### config.mk
export PLATFORM = sky130hd
export DESIGN_NAME = mem
export DESIGN_NICKNAME = d
export VERILOG_FILES = /design/src/rtl/mem.sv
export SDC_FILE = /design/constraint.sdc
export NUM_CORES = 1
export LEC_CHECK = 0
export CAP_MARGIN = 15
export CORE_AREA = 2 2 175 177
export DETAILED_ROUTE_END_ITERATION = 6
export DIE_AREA = 0 0 177 179
export DONT_BUFFER_PORTS = 1
export SETUP_SLACK_MARGIN = 0.05
export SLEW_MARGIN = 20
export SYNTH_ARGS = -nofsm -noshare
export SYNTH_HDL_FRONTEND = slang
export SYNTH_SLANG_ARGS = --single-unit
### constraint.sdc
create_clock -name i_clk -period 3.5 [get_ports i_clk]
set_input_delay 0 -clock i_clk [delete_from_list [all_inputs] [get_ports i_clk]]
set_output_delay 0 -clock i_clk [all_outputs]
set_load 0.05 [all_outputs]
### src/rtl/mem.sv
// rtl/mem.sv - memory-access pipeline stage between execute and write-back
// Issues loads/stores on a req/ack data port and registers results into MEM/WB.
module mem (
  input  logic        i_clk,
  input  logic        i_rst_n,
  input  logic        i_vld,
  input  logic [31:0] i_inst,
  input  logic [31:0] i_pc,
  input  logic [31:0] i_nxt_pc,
  input  logic [31:0] i_res,
  input  logic [31:0] i_rs2_rdata,
  input  logic [4:0]  i_rd_waddr,
  input  logic        i_rd_wen,
  input  logic        i_mem_ren,
  input  logic        i_mem_wen,
  input  logic [2:0]  i_funct3,
  output logic        o_stall,
  output logic        o_dmem_req,
  output logic [31:0] o_dmem_addr,
  output logic        o_dmem_ren,
  output logic        o_dmem_wen,
  output logic [3:0]  o_dmem_mask,
  output logic [31:0] o_dmem_wdata,
  input  logic        i_dmem_ack,
  input  logic [31:0] i_dmem_rdata,
  output logic        o_wb_vld,
  output logic        o_wb_mem_reg,
  output logic        o_wb_rd_wen,
  output logic        o_wb_trap,
  output logic [31:0] o_wb_res,
  output logic [31:0] o_wb_dmem_rdata,
  output logic [4:0]  o_wb_rd_waddr,
  output logic [31:0] o_wb_inst,
  output logic [31:0] o_wb_pc,
  output logic [31:0] o_wb_nxt_pc
);

  typedef enum logic {IDLE, ACCESS} state_e;

  state_e      state_q, state_d;
  logic        dmem_req_q, dmem_req_d;
  logic [31:0] dmem_addr_q, dmem_addr_d;
  logic        dmem_ren_q, dmem_ren_d;
  logic        dmem_wen_q, dmem_wen_d;
  logic [3:0]  dmem_mask_q, dmem_mask_d;
  logic [31:0] dmem_wdata_q, dmem_wdata_d;
  logic [1:0]  off_q, off_d;
  logic [2:0]  funct3_q, funct3_d;

  logic        wb_vld_q, wb_vld_d;
  logic        wb_mem_reg_q, wb_mem_reg_d;
  logic        wb_rd_wen_q, wb_rd_wen_d;
  logic        wb_trap_q, wb_trap_d;
  logic [31:0] wb_res_q, wb_res_d;
  logic [31:0] wb_dmem_rdata_q, wb_dmem_rdata_d;
  logic [4:0]  wb_rd_waddr_q, wb_rd_waddr_d;
  logic [31:0] wb_inst_q, wb_inst_d;
  logic [31:0] wb_pc_q, wb_pc_d;
  logic [31:0] wb_nxt_pc_q, wb_nxt_pc_d;

  logic [1:0]  off;
  logic        is_mem, bad_f3, misalign, trap, rd_wen_eff;
  logic [3:0]  mask_in;
  logic [31:0] wdata_in;

  always_comb begin
    off      = i_res[1:0];
    is_mem   = i_mem_ren | i_mem_wen;
    // 011/110/111 are never legal; the unsigned sizes only exist for loads
    bad_f3   = (i_funct3[1:0] == 2'b11) | (i_funct3[2] & i_funct3[1]) |
               (i_funct3[2] & i_mem_wen);
    misalign = ((i_funct3[1:0] == 2'b01) & off[0]) |
               ((i_funct3[1:0] == 2'b10) & (off != 2'b00));
    trap     = is_mem & (bad_f3 | misalign | (i_mem_ren & i_mem_wen));
    rd_wen_eff = i_rd_wen & (i_rd_waddr != 5'd0) & ~i_mem_wen & ~trap;
    mask_in  = 4'b0000;
    wdata_in = i_rs2_rdata;
    case (i_funct3[1:0])
      2'b00: begin
        mask_in  = 4'b0001 << off;
        wdata_in = {4{i_rs2_rdata[7:0]}};
      end
      2'b01: begin
        mask_in  = off[1] ? 4'b1100 : 4'b0011;
        wdata_in = {2{i_rs2_rdata[15:0]}};
      end
      2'b10:   mask_in = 4'b1111;
      default: mask_in = 4'b0000;
    endcase
  end

  logic [7:0]  ld_b;
  logic [15:0] ld_h;
  logic [31:0] ld_data;

  always_comb begin
    case (off_q)
      2'd0:    ld_b = i_dmem_rdata[7:0];
      2'd1:    ld_b = i_dmem_rdata[15:8];
      2'd2:    ld_b = i_dmem_rdata[23:16];
      default: ld_b = i_dmem_rdata[31:24];
    endcase
    ld_h = off_q[1] ? i_dmem_rdata[31:16] : i_dmem_rdata[15:0];
    case (funct3_q)
      3'b000:  ld_data = {{24{ld_b[7]}}, ld_b};
      3'b001:  ld_data = {{16{ld_h[15]}}, ld_h};
      3'b100:  ld_data = {24'd0, ld_b};
      3'b101:  ld_data = {16'd0, ld_h};
      default: ld_data = i_dmem_rdata;
    endcase
  end

  always_comb begin
    state_d         = state_q;
    dmem_req_d      = dmem_req_q;
    dmem_addr_d     = dmem_addr_q;
    dmem_ren_d      = dmem_ren_q;
    dmem_wen_d      = dmem_wen_q;
    dmem_mask_d     = dmem_mask_q;
    dmem_wdata_d    = dmem_wdata_q;
    off_d           = off_q;
    funct3_d        = funct3_q;
    wb_vld_d        = 1'b0;
    wb_mem_reg_d    = wb_mem_reg_q;
    wb_rd_wen_d     = wb_rd_wen_q;
    wb_trap_d       = wb_trap_q;
    wb_res_d        = wb_res_q;
    wb_dmem_rdata_d = wb_dmem_rdata_q;
    wb_rd_waddr_d   = wb_rd_waddr_q;
    wb_inst_d       = wb_inst_q;
    wb_pc_d         = wb_pc_q;
    wb_nxt_pc_d     = wb_nxt_pc_q;
    case (state_q)
      IDLE: begin
        if (i_vld) begin
          // Pass-through fields are captured now so WB sees them after the access too
          wb_res_d      = i_res;
          wb_rd_waddr_d = i_rd_waddr;
          wb_inst_d     = i_inst;
          wb_pc_d       = i_pc;
          wb_nxt_pc_d   = i_nxt_pc;
          wb_rd_wen_d   = rd_wen_eff;
          wb_trap_d     = trap;
          wb_mem_reg_d  = 1'b0;
          if (is_mem && !trap) begin
            state_d      = ACCESS;
            dmem_req_d   = 1'b1;
            dmem_addr_d  = {i_res[31:2], 2'b00};
            dmem_ren_d   = i_mem_ren;
            dmem_wen_d   = i_mem_wen;
            dmem_mask_d  = mask_in;
            dmem_wdata_d = wdata_in;
            off_d        = off;
            funct3_d     = i_funct3;
          end else begin
            wb_vld_d = 1'b1;
          end
        end
      end
      ACCESS: begin
        if (i_dmem_ack) begin
          state_d      = IDLE;
          dmem_req_d   = 1'b0;
          dmem_ren_d   = 1'b0;
          dmem_wen_d   = 1'b0;
          dmem_mask_d  = 4'b0000;
          wb_vld_d     = 1'b1;
          wb_mem_reg_d = dmem_ren_q;
          if (dmem_ren_q) wb_dmem_rdata_d = ld_data;
        end
      end
      default: state_d = IDLE;
    endcase
  end

  always_ff @(posedge i_clk) begin
    if (!i_rst_n) begin
      state_q         <= IDLE;
      dmem_req_q      <= 1'b0;
      dmem_addr_q     <= 32'd0;
      dmem_ren_q      <= 1'b0;
      dmem_wen_q      <= 1'b0;
      dmem_mask_q     <= 4'b0000;
      dmem_wdata_q    <= 32'd0;
      off_q           <= 2'd0;
      funct3_q        <= 3'd0;
      wb_vld_q        <= 1'b0;
      wb_mem_reg_q    <= 1'b0;
      wb_rd_wen_q     <= 1'b0;
      wb_trap_q       <= 1'b0;
      wb_res_q        <= 32'd0;
      wb_dmem_rdata_q <= 32'd0;
      wb_rd_waddr_q   <= 5'd0;
      wb_inst_q       <= 32'd0;
      wb_pc_q         <= 32'd0;
      wb_nxt_pc_q     <= 32'd0;
    end else begin
      state_q         <= state_d;
      dmem_req_q      <= dmem_req_d;
      dmem_addr_q     <= dmem_addr_d;
      dmem_ren_q      <= dmem_ren_d;
      dmem_wen_q      <= dmem_wen_d;
      dmem_mask_q     <= dmem_mask_d;
      dmem_wdata_q    <= dmem_wdata_d;
      off_q           <= off_d;
      funct3_q        <= funct3_d;
      wb_vld_q        <= wb_vld_d;
      wb_mem_reg_q    <= wb_mem_reg_d;
      wb_rd_wen_q     <= wb_rd_wen_d;
      wb_trap_q       <= wb_trap_d;
      wb_res_q        <= wb_res_d;
      wb_dmem_rdata_q <= wb_dmem_rdata_d;
      wb_rd_waddr_q   <= wb_rd_waddr_d;
      wb_inst_q       <= wb_inst_d;
      wb_pc_q         <= wb_pc_d;
      wb_nxt_pc_q     <= wb_nxt_pc_d;
    end
  end

  assign o_stall         = (state_q == ACCESS);
  assign o_dmem_req      = dmem_req_q;
  assign o_dmem_addr     = dmem_addr_q;
  assign o_dmem_ren      = dmem_ren_q;
  assign o_dmem_wen      = dmem_wen_q;
  assign o_dmem_mask     = dmem_mask_q;
  assign o_dmem_wdata    = dmem_wdata_q;
  assign o_wb_vld        = wb_vld_q;
  assign o_wb_mem_reg    = wb_mem_reg_q;
  assign o_wb_rd_wen     = wb_rd_wen_q;
  assign o_wb_trap       = wb_trap_q;
  assign o_wb_res        = wb_res_q;
  assign o_wb_dmem_rdata = wb_dmem_rdata_q;
  assign o_wb_rd_waddr   = wb_rd_waddr_q;
  assign o_wb_inst       = wb_inst_q;
  assign o_wb_pc         = wb_pc_q;
  assign o_wb_nxt_pc     = wb_nxt_pc_q;

endmodule
==> results of run 1 <==
-- cell usage after synthesis, drive strengths merged, types with 2 or more instances --
library cell  number  area [sq um]
mux2i             23         230.2
inv                2         7.510
nand2b             2         12.51
buf               41         217.7
o211ai             9         67.56
nor2              10         37.54
nand2            372          1396
clkbuf            60         225.2
o21ai             50         250.2
dfxtp            244          4885
nand3            119         595.6
a21boi           140          1051
o221ai             2         23.77
a21oi             40         200.2
nand3b             9         67.56
nor2b              5         31.28
mux2               9         101.4
o21a               3         22.52
o211a             16         160.2
or2                7         43.79
and2               8         50.05
-- layer usage --
layer	vias up	global-route usage, %
met1	4455	24.39
met2	491	33.92
met3	121	5.980
met4	2	10.50
met5	-	0
li1	4433	-
-- kinds of logic (layout without fill, tap and decap cells) --
group | Yosys count | count (layout)
AND/OR/NAND/NOR | 536 | 536
AO/OA/AOI/OAI | 267 | 268
flip-flops | 244 | 244
buffers and inverters | 103 | 349
multiplexers | 33 | 33
other | 1 | 2
-- area by class of cell --
| type | instances | area share [%] |
|---|---|---|
| Sequential cell | 244 | 35.21 |
| Multi-Input combinational cell | 839 | 32.69 |
| Timing Repair Buffer | 296 | 21.48 |
| Clock buffer | 38 | 5.691 |
| Tap cell | 396 | 3.571 |
| Clock inverter | 13 | 1.299 |
| Inverter | 2 | 0.05411 |
-- metrics by stage --
step | cells | area, sq um | setup slack [ns] | total power, W | hold WS, ns
5_1_grt | 1828 | 13870 | 0.1475 | 0.007381 | 0.06829
4_1_cts | 1827 | 13860 | 0.2306 | 0.007172 | 0.05843
3_5_place_dp | 1489 | 9992 | 1.030 | 0.003789 | 0.1299
3_3_place_gp | 1489 | 9992 | 1.169 | 0.003776 | 0.1280
6_report | 1828 | 13870 | 0.2844 | 0.007126 | -0.05747
2_1_floorplan | 1185 | 9824 | 1.755 | 0.003732 | 0.1230
-- critical path, cell delays in order, from the launching register on --
cell	delay, ns
dfxtp_1	0.59
nor2b_4	0.37
o221a_4	0.43
buf_4	0.41
nand3_1	0.13
dlygate4sd3_1	0.58
nand2_1	0.07
dlygate4sd3_1	0.55
-- timing repair --
item,CTS,global route
endpoints found under the setup margin,0,2
hold buffers,287,0
hold endpoints to repair,244,0
-- worst max path at each step --
stage	endpoint	from	depth (start not counted)
2_1_floorplan	o_wb_dmem_rdata[10]	o_stall	6
3_3_place_gp	o_wb_dmem_rdata[7]	o_stall	5
3_5_place_dp	o_wb_dmem_rdata[9]	o_stall	5
4_1_cts	o_dmem_addr[25]	o_stall	7
5_1_grt	o_dmem_addr[18]	o_stall	7
6_report	o_dmem_addr[18]	o_stall	7
-- where the power goes --
part           internal (W)  switching (W)  leakage, nW
logic              0.000330       0.000330         3.19
registers           0.00290       0.000506         1.99
clock network       0.00188        0.00119        0.467
==> out/results.txt, run 1 <==
Worst VDD drop: 0.0003039 V
Async SR Flop Fraction: 0%
Crit Reg-Reg Startpoint: o_stall
hold path depth: 2
Vias: 9502
storage element area: 4885 sq um
Synth Area in Adders: 0%
Tcrit/Tclk final: 91.87%
Final Skew: 0.01285 ns
synthesized instance count: 1184
Remaining DRCs: 0
drt pass-1 iters: 7
port bufs: 0
crit path kind: reg2reg
run status: finished, violations left
fraction of layout cells with a size suffix above 1: 5.237%
clk buf depth: 3
mapped cell area: 9821 sq um
reg2reg path depth: 7
normalized max-slew margin: 23.13%
Yosys cell types: 37
clock-pin slew on the worst setup and hold paths: 0.06 ns
CP required: 3.97 ns
final setup violation count: 0
Die ar.: 31680 sq um
worst reg2reg path endpoint: o_dmem_addr[18]
routed vias/inst: 5.198
routed wl met2: 16650 um
top sig layer: met5
Max Slew Vio Count: 0
RSZ-0062 raised after global routing: false
CP endpoint kind: register
final hold vios: 8
initial antenna violation count: 1
first-pass GRT wire length: 51420 um
Synth Area in Simple Gates: 23.24%
fin util: 46.20%
CTS resizes: 0
M1 wire length: 13860 um
CTS tree: yes
number of diodes: 0
# fillers: 2740
violated checks: hold timing
FP Rows: 64
mux contribution to synthesized area: 3.606%
vias in the first global route: 8928
area of the multi-input gates: 4536 sq um
root buf cell: clkbuf_16
EDFF count, synth: 0
minimum clock period: 3.216 ns
hold_ws: -0.05747 ns
fmax: 311.0 MHz
Clk Latency, worst-skew pair: 0.53 ns
Max-Cap Viols: 0
Placeable Area: 30030 sq um
Leak: 5.649 nW
All-Layer GR Usage: 20.60%
Main synth FF type: dfxtp_1
Max FO, Critical Path: 32
Hold Crit Class: in2reg
Compound-Gate Fraction of Synth Area: 18.79%
I/O pin total: 448
pin count of the biggest net entering global routing: 244
grt ovf: 0
syn_area_per_cell: 8.294 sq um
area grow syn2layout: 41.27%
Post-Synth XOR/XNOR Area: 0%
Seq cells post-synth: 244
Wirelength per Cell: 19.64 um
met3 WL post-DR: 3483 um
element type at the critical path start: register
min-delay src: i_rst_n
HPWL after DPL: 21070 um
Hold Path Sink: o_dmem_wdata[17]
largest family of logic cells by synthesized area: simple AND/OR/NAND/NOR gates
Reg2Reg Setup Slack: 0.28 ns
TritonCTS Buffers: 28
nets: 1618
CTS sink cnt: 244
Iteration-0 DRC Markers: 680
gpl congestion: 0.8202
post-synthesis sequential area ratio: 49.74%
post-route antenna net violation count: 0
Worst EP arrival: 3.69 ns
Fin Setup TNS: 0 ns
H-tree depth: 1
die width: 177 um
Die Ht: 179 um
Starting Density: 32.70%
most frequent cells in the layout: nand2_1, dlygate4sd3_1, dfxtp_1, a21boi_0, nand3_1
final wirelength: 35910 um
commonest non-fill, non-tap cell in the layout: nand2_1
power density of the placed cells: 513.7 nW/um^2
post-CTS setup repair buffer count: 0
synth warn: 0
Least-Margin Pin Slew: 1.153 ns
(Power assumes the default switching activity.)
==> inputs of run 2 (changes only) <==
- PLACE_DENSITY: unset -> 0.47
==> out/results.txt, run 2 (same netlist as run 1, synthesis figures left out) <==
first-pass GRT wire length: 51780 um
Largest stage delay, worst path: 0.58 ns
Final Skew: 0.01506 ns
Clk Latency, worst-skew pair: 0.54 ns
HPWL after DPL: 21090 um
die width: 177 um
routed vias/inst: 4.963
crit path cell chain: nor2b_4 > o221a_4 > buf_4 > nand3_1 > dlygate4sd3_1 > nand2_1 > dlygate4sd3_1
fin util: 46.28%
final hold vios: 0
power density of the placed cells: 498.4 nW/um^2
grt ovf: 0
Fin Setup TNS: 0 ns
# fillers: 2888
CTS tree: yes
root buf cell: clkbuf_16
gpl congestion: 0.7639
CP max stage cell: dfxtp_1
pin count of the biggest net entering global routing: 237
Worst EP arrival: 3.57 ns
Worst VDD drop: 0.0003476 V
vias in the first global route: 8971
fraction of layout cells with a size suffix above 1: 5.281%
CP required: 3.97 ns
Wirelength per Cell: 19.01 um
element type at the critical path start: register
Remaining DRCs: 0
Die ar.: 31680 sq um
Die Ht: 179 um
run status: complete, no violations
Tcrit/Tclk final: 88.43%
Crit path buffers/inverters: 3
Iteration-0 DRC Markers: 412
Least-Margin Pin Slew: 0.9257 ns
most used cell, CP: dlygate4sd3_1
nets: 1628
clk buf depth: 3
FP Rows: 64
Hold Crit Class: in2reg
CTS resizes: 0
RSZ-0062 raised after global routing: false
final setup violation count: 0
storage element area: 4885 sq um
clock-pin slew on the worst setup and hold paths: 0.07 ns
Placeable Area: 30030 sq um
area grow syn2layout: 41.51%
Max-Cap Viols: 0
commonest non-fill, non-tap cell in the layout: nand2_1
fmax: 323.1 MHz
I/O pin total: 448
crit path kind: reg2reg
Starting Density: 32.70%
Max FO, Critical Path: 34
area of the multi-input gates: 4524 sq um
Vias: 9112
CTS sink cnt: 244
normalized max-slew margin: 38.29%
TritonCTS Buffers: 27
Max Slew Vio Count: 0
final wirelength: 34910 um
Leak: 5.656 nW
CP endpoint kind: register
initial antenna violation count: 1
post-route antenna net violation count: 0
minimum clock period: 3.095 ns
drt pass-1 iters: 5
All-Layer GR Usage: 20.63%
port bufs: 0
CP delay by family, top: buffers and inverters
H-tree depth: 1
most frequent cells in the layout: nand2_1, dlygate4sd3_1, dfxtp_1, a21boi_0, nand3_1
run 2: cell types whose count changed in the layout (fill, tap and decap cells not counted), moves of 2 or more:
| cell | before | now |
|---|---|---|
| clkbuf_1 | 6 | 4 |
| dlygate4sd3_1 | 285 | 293 |
| bufinv_16 | 4 | 1 |
| clkinvlp_4 | 3 | 1 |
| buf_4 | 8 | 11 |
| clkbuf_8 | 3 | 11 |
| clkbuf_16 | 29 | 27 |
run 2: power by group:
part	internal [W]	leakage [nW]	total, W	switching, W
clock	0.00171	0.443	0.00287	0.00116
sequential	0.00290	1.99	0.00341	0.000509
combinational	0.000335	3.22	0.000647	0.000312
total	0.00494	5.66	0.00693	0.00198
run 2: cell type report:
type / instances / area share (%)
clock buffer: 42 / 6.059
multi-input combinational: 838 / 32.56
clock inverter: 5 / 0.3781
tap: 396 / 3.565
timing repair buffer: 308 / 22.22
antenna: 1 / 0.01801
sequential: 244 / 35.15
inverter: 2 / 0.05402
run 2: worst paths after layout:
| check | start | to | slack (ns) | cells after the start |
|---|---|---|---|---|
| setup reg to reg | o_stall | o_dmem_addr[25] | 0.41 | 7 |
| hold / removal | i_mem_ren | o_wb_vld | 0.03 | 4 |
| setup / recovery | o_stall | o_dmem_addr[25] | 0.41 | 7 |
| hold reg to reg | off_q[0] | off_q[0] | 0.51 | 2 |
run 2: worst min-delay path, cell delays in order:
cell and delay, ns:
nor2b_1 0.16, nor2_1 0.12, o21ai_0 0.08, a21boi_0 0.15
run 2: routing by layer:
metal	share of wire [%]	GRT usage, %	wire [um]	up-vias
li1	-	-	-	4453
met1	40	24.17	13920	4264
met2	48	35.72	16790	339
met3	9.0	6.404	3155	56
met4	3.0	6.818	1041	0
met5	0	0	0	-
run 2: timing repair:
item / 4_1_cts / 5_1_grt
setup buffers: 0 / 0
setup endpoints to repair: 0 / 0
endpoints found under the hold margin: 244 / 0
hold buffers: 296 / 0
run 2: metrics by stage:
| stage | power [W] | area [sq um] | hold slack [ns] | std cells | setup slack (ns) |
|---|---|---|---|---|---|
| final | 0.006927 | 13900 | 0.02958 | 1836 | 0.4051 |
| after global routing | 0.007200 | 13900 | 0.07678 | 1836 | 0.2482 |
| after CTS | 0.007019 | 13900 | 0.02078 | 1835 | 0.3379 |
| after detailed placement | 0.003790 | 10010 | 0.1322 | 1492 | 1.021 |
| after global placement | 0.003782 | 10010 | 0.1322 | 1492 | 1.018 |
| after floorplan | 0.003732 | 9824 | 0.1230 | 1185 | 1.755 |
